$ cat src/rtl/dir_input.sv
// Debounced four-way direction input: 2-flop synchronizers, press/release debounce FSM, one-cycle pulses.
// Define DIR_COMBO_EN to also accept orthogonal two-button diagonals (n/s plus e/w) as simultaneous pulses.
module dir_input #(
  parameter int DEBOUNCE_CYCLES = 16
) (
  input  logic clk,
  input  logic reset,
  input  logic btn_n,
  input  logic btn_s,
  input  logic btn_e,
  input  logic btn_w,
  output logic n,
  output logic s,
  output logic e,
  output logic w,
  output logic busy
);

  localparam int CNT_W = (DEBOUNCE_CYCLES > 2) ? $clog2(DEBOUNCE_CYCLES) : 1;
  localparam logic [CNT_W-1:0] CNT_LAST = CNT_W'(DEBOUNCE_CYCLES - 1);
  localparam logic [CNT_W-1:0] CNT_ZERO = {CNT_W{1'b0}};

  typedef enum logic [2:0] {
    IDLE       = 3'd0,
    SETTLE     = 3'd1,
    FIRE       = 3'd2,
    HOLD       = 3'd3,
    REL_SETTLE = 3'd4
  } state_t;

  logic [3:0]       sync1_r;
  logic [3:0]       b_r;
  state_t           state_r;
  state_t           state_next_s;
  logic [CNT_W-1:0] cnt_r;
  logic [CNT_W-1:0] cnt_next_s;
  logic [3:0]       snap_r;
  logic [3:0]       snap_next_s;
  logic [3:0]       pulse_r;
  logic [3:0]       pulse_next_s;
  logic             busy_r;
  logic             busy_next_s;

  // Anything other than a legal single direction (or allowed diagonal) yields no pulse.
  function automatic logic [3:0] pulse_decode(input logic [3:0] snap);
    logic [3:0] dec;
    dec = 4'b0000;
    case (snap)
      4'b1000, 4'b0100, 4'b0010, 4'b0001: dec = snap;
`ifdef DIR_COMBO_EN
      4'b1010, 4'b1001, 4'b0110, 4'b0101: dec = snap;
`endif
      default: dec = 4'b0000;
    endcase
    return dec;
  endfunction

  // Two-flop synchronizer for the raw buttons, vector ordered {n,s,e,w}.
  always_ff @(posedge clk or posedge reset) begin
    if (reset) begin
      sync1_r <= 4'b0000;
      b_r     <= 4'b0000;
    end else begin
      sync1_r <= {btn_n, btn_s, btn_e, btn_w};
      b_r     <= sync1_r;
    end
  end

  // Next-state, counter, snapshot, pulse and busy decode.
  always_comb begin
    state_next_s = state_r;
    cnt_next_s   = cnt_r;
    snap_next_s  = snap_r;
    case (state_r)
      IDLE: begin
        if (b_r != 4'b0000) begin
          snap_next_s  = b_r;
          cnt_next_s   = CNT_ZERO;
          state_next_s = SETTLE;
        end else begin
          state_next_s = IDLE;
        end
      end
      SETTLE: begin
        if (b_r == 4'b0000) begin
          state_next_s = IDLE;
        end else if (b_r != snap_r) begin
          snap_next_s = b_r;
          cnt_next_s  = CNT_ZERO;
        end else if (cnt_r == CNT_LAST) begin
          state_next_s = FIRE;
        end else begin
          cnt_next_s = cnt_r + CNT_W'(1);
        end
      end
      FIRE: begin
        state_next_s = HOLD;
      end
      HOLD: begin
        if (b_r == 4'b0000) begin
          cnt_next_s   = CNT_ZERO;
          state_next_s = REL_SETTLE;
        end else begin
          state_next_s = HOLD;
        end
      end
      REL_SETTLE: begin
        if (b_r != 4'b0000) begin
          state_next_s = HOLD;
        end else if (cnt_r == CNT_LAST) begin
          state_next_s = IDLE;
        end else begin
          cnt_next_s = cnt_r + CNT_W'(1);
        end
      end
      default: begin
        state_next_s = IDLE;
        cnt_next_s   = CNT_ZERO;
        snap_next_s  = 4'b0000;
      end
    endcase

    // Pulses load on entry to FIRE and clear on the following edge.
    if (state_next_s == FIRE) begin
      pulse_next_s = pulse_decode(snap_r);
    end else begin
      pulse_next_s = 4'b0000;
    end
    busy_next_s = (state_next_s != IDLE);
  end

  // Controller state and registered outputs.
  always_ff @(posedge clk or posedge reset) begin
    if (reset) begin
      state_r <= IDLE;
      cnt_r   <= CNT_ZERO;
      snap_r  <= 4'b0000;
      pulse_r <= 4'b0000;
      busy_r  <= 1'b0;
    end else begin
      state_r <= state_next_s;
      cnt_r   <= cnt_next_s;
      snap_r  <= snap_next_s;
      pulse_r <= pulse_next_s;
      busy_r  <= busy_next_s;
    end
  end

  assign n    = pulse_r[3];
  assign s    = pulse_r[2];
  assign e    = pulse_r[1];
  assign w    = pulse_r[0];
  assign busy = busy_r;

endmodule

$ cat config.mk
export PLATFORM = sky130hd
export DESIGN_NAME = dir_input
export DESIGN_NICKNAME = d
export VERILOG_FILES = /design/src/rtl/dir_input.sv
export SDC_FILE = /design/constraint.sdc
export NUM_CORES = 1
export LEC_CHECK = 0
export CORE_UTILIZATION = 40
export CTS_BUF_LIST = sky130_fd_sc_hd__clkbuf_8
export DETAILED_ROUTE_END_ITERATION = 12
export DONT_BUFFER_PORTS = 1
export PLACE_DENSITY = 0.51
export SYNTH_ARGS = -nofsm -noshare
export SYNTH_HDL_FRONTEND = slang
export SYNTH_SLANG_ARGS = --single-unit
$ cat constraint.sdc
create_clock -name clk -period 2.2 [get_ports clk]
set_input_delay 0.11 -clock clk [delete_from_list [all_inputs] [get_ports clk]]
set_output_delay 0.11 -clock clk [all_outputs]
set_load 0.05 [all_outputs]
==> results.txt <==
Global routing consumed, over all layers together, between 10% and 20% of the routing resources. The leftover overflow at the end of global routing came out at 0. The detailed router finished its first iteration with 14 violations. The I/O pin total came out at 11. The end of the worst register-to-register path is cnt_r[0]$_DFFE_PP0P_.

The area inside the core boundary is ~2500 um2. The startpoint identified for the worst register-to-register timing path is b_r[1]$_DFF_PP0_. For the pin with the worst max-slew slack, the measured transition is approximately 0.87 ns. The die covers slightly below 3000 um2. The initial core utilization is 43.35%. The critical path endpoint category is a flip-flop.

The total half-perimeter wirelength after legalization and detailed placement is 1340 um. The worst slew margin relative to its limit is about 42%. The number of resized instances in the post-cts repair step came out at 0.

The part of the Yosys area used for sequential elements is a little over half. The final critical delay including setup and external delays came out at roughly 2.0 ns. The clock sink total is 24.

The critical path in this run is classified as reg2reg. For this block, the routed nets add up to 1818 um of wire. Compared with the post-synthesis result, the final layout area differs by 13.27%. The count of buffers from port buffering is 0. TritonCTS built the clock tree. The synthesized area divided by synthesized cell count is about 11 um2. Timing analysis after detailed placement gives a worst setup slack of 0.2280 ns. The global-route wire length before repair is ~3200 um. In this run the cell area of the synthesized design comes to 1094 um2. The overall via count from detail_route is between 700 and 800. The vertical extent of the die is between 50 and 60 um.

The critical path required time came out at about 2.4 ns. The worst hold path was traced through 0 stages. The post-cts hold buffer count came out at 5. In this run the worst hold path is classified as reg2reg. The flow ran to the end, and the final reports show no timing, DRC or antenna violations. In the routed design, unresolved DRC markers number 0. Yosys printed 0 warnings.

The post-route antenna net violation count is 0. The count of maximum capacitance violations is 0. The library cell used as clock root buffer is clkbuf_8. Walking the worst path, the cells encountered are or4_4 > and3_4 > a211oi_4 > a21boi_2 > mux2i_1. The clock-pin slew of the registers on the worst-case setup and hold paths came out at approximately 0.080 ns. The last weighted congestion value of the routability-driven placer came out at around 0.74.

The distinct cell type count after synthesis came out at 34. The top cell type's share of synthesized area is around 55%. The largest net degree at the start of global routing came out at 25. The worst setup path is launched from a flip-flop. Setup repair after global routing left no endpoint under its margin. The number of nets produced by synthesis came out at around 100.

The delay of the slowest critical-path stage is 0.60 ns. The routed wire length per instance is roughly 13 um. The via density per instance is ~5.4. Measured along the x axis, the die boundary spans 54.29 um. The leakage power came out at 0.5399 nW. The achievable frequency is slightly above 500 MHz.

The critical path arrival came out at 2.13 ns. The net total in the final layout came out at roughly 110. For this design the ratio of total power to cell area is around 750 nW/um2. The initial antenna violation count was 0. The row count is 18. Across all setup checks in the final design, the least slack found is 0.2225 ns. In this run the post-CTS setup repair buffer count came out at 0.

Across the routed clock network, the largest skew measured is 0.003211 ns. The number of cells on the worst reg-to-reg path is 5. The post-synthesis register bit count came out at 24. The number of detailed-route iterations in the first pass came out at 4. The largest driver fanout on the critical path is 7.

The startpoint identified for the worst hold timing path is sync1_r[3]$_DFF_PP0_. After layout, the worst path uses about nine tenths of the clock period. The setup slack on the worst flop-to-flop path is roughly 0.22 ns. The largest total area in the synthesized netlist belongs to dfrtp_1. The post-synthesis instance total is 96. The fraction of layout cells with a size suffix above 1 came out at a little over an eighth.

The repair_antennas step left the layout with diodes totalling 0. The number of global-route vias before repair came out at roughly 720. The number of max-slew violations in the final report is 0. The aggregate negative setup slack is 0 ns. After synthesis, the cell types taking the most area are dfrtp_1 (55%), nand2_1 (4.5%), o21ai_0 (3.7%). The largest individual stage delay along the critical path comes from the cell or4_4. Across the VDD grid, the largest voltage drop is approximately 0.00055 V.

The maximum buffer depth of the clock tree came out at 2. The number of clock buffers added by TritonCTS is 3. The number of levels the H-tree was split into came out at 1. The final number of hold-violating endpoints came out at 0. The endpoint with the worst hold slack is b_r[3]$_DFF_PP0_.

The clock latency of the later-clocked register in the worst-skew pair came out at about 0.26 ns. Setup violations remaining at the end of the flow were counted as 0.
[cells in the final DEF (no fill, tap or decap), types with 2 or more instances in the layout]
| master | synthesis | final |
|---|---|---|
| nor3b_1 | 2 | 2 |
| a21oi_1 | 7 | 7 |
| xor2_1 | 4 | 4 |
| mux2i_1 | 2 | 2 |
| o21ai_0 | 8 | 8 |
| nand2_1 | 13 | 13 |
| clkbuf_8 | 1 | 3 |
| nor2_1 | 4 | 4 |
| nand3_1 | 5 | 5 |
| inv_1 | 2 | 2 |
| dlygate4sd3_1 | 0 | 5 |
| dfrtp_1 | 24 | 24 |
| buf_4 | 0 | 3 |
[worst max path at each step]
stage | from | to | slack [ns] | cells after the start
3_5_place_dp | b_r[1]$_DFF_PP0_ | cnt_r[0]$_DFFE_PP0P_ | 0.23 | 5
2_1_floorplan | b_r[1]$_DFF_PP0_ | cnt_r[1]$_DFFE_PP0P_ | 0.27 | 6
4_1_cts | b_r[1]$_DFF_PP0_ | cnt_r[0]$_DFFE_PP0P_ | 0.22 | 5
5_1_grt | snap_r[0]$_DFFE_PP0P_ | pulse_r[2]$_DFF_PP0_ | 0.06 | 5
6_report | b_r[1]$_DFF_PP0_ | cnt_r[0]$_DFFE_PP0P_ | 0.22 | 5
3_3_place_gp | b_r[0]$_DFF_PP0_ | cnt_r[1]$_DFFE_PP0P_ | 0.27 | 5
[logic make-up (layout without fill, tap and decap cells)]
logic type | Yosys count | in the layout | synth area share, %
adder cells (fa/ha/maj) | 1 | 1 | 1.144
XOR/XNOR | 4 | 4 | 3.203
flip-flops | 24 | 24 | 54.92
AND/OR/NAND/NOR | 37 | 37 | 20.60
AO/OA/AOI/OAI | 23 | 23 | 14.30
multiplexers | 2 | 2 | 1.831
buffers and inverters | 5 | 14 | 4.004
[routing by layer]
layer	track usage (%)	routed length, um	vias up
li1	-	-	364
met1	20.85	889	343
met2	24.39	811	19
met3	5.833	85	4
met4	6.410	31	0
met5	0	0	-
[power breakdown]
group | switching [W] | leakage (nW) | internal (W)
clock network | 0.000132 | 0.0357 | 0.000243
logic | 0.0000393 | 0.206 | 0.0000312
registers | 0.0000253 | 0.298 | 0.000460
[layout make-up]
type | count | area, um2
clock inverter | 1 | 30.03
timing repair buffer | 8 | 72.57
sequential | 24 | 600.6
multi-input combinational | 67 | 449.2
inverter | 2 | 7.507
fill | 247 | 1284
clock buffer | 3 | 41.29
tap | 30 | 37.54
[flip-flops by register name, summed over array words and instances, names as in the netlist]
signal and flops:
b_r 4, pulse_r 4, snap_r 4, sync1_r 4, state_r 3, cnt_r 4, busy 1
[synthesized netlist by cell type]
master / count
nor2_1: 4
o21ai_0: 8
nor4_4: 1
a211oi_1: 1
or4_4: 1
a41oi_1: 1
nand3b_1: 1
nand2b_1: 1
and3_4: 1
dfrtp_1: 24
a22oi_1: 1
or4_1: 1
o21a_1: 1
nor4_2: 1
and4b_1: 1
nor4_1: 1
nand4_1: 1
clkbuf_8: 1
nor3b_1: 2
ha_1: 1
a211oi_4: 1
inv_1: 2
or2b_2: 1
a21boi_2: 1
or3_1: 1
xor2_1: 4
and3_1: 1
buf_6: 2
mux2i_1: 2
nand3_1: 5
a32o_1: 1
a21oi_1: 7
o32ai_1: 1
nand2_1: 13
[critical path: cells and delay by family, from the launching register on]
family | cells | cell delay, ns
multiplexers | 1 | 0.09
AO/OA/AOI/OAI | 2 | 0.54
flip-flops | 1 | 0.42
AND/OR/NAND/NOR | 2 | 0.81
[through the flow]
step | hold WS (ns) | power, W | instances | cell area, um2 | util [%]
after global routing | 0.3666 | 0.0009772 | 135 | 1239 | 49.11
final | 0.3520 | 0.0009303 | 135 | 1239 | 49.11
after detailed placement | 0.1415 | 0.0005585 | 126 | 1117 | 44.30
after CTS | 0.3564 | 0.0009429 | 135 | 1239 | 49.11
after global placement | 0.1415 | 0.0005566 | 126 | 1117 | 44.30
after floorplan | 0.1246 | 0.0005440 | 96 | 1094 | -
Note: power is estimated with default switching activity, not from simulation.
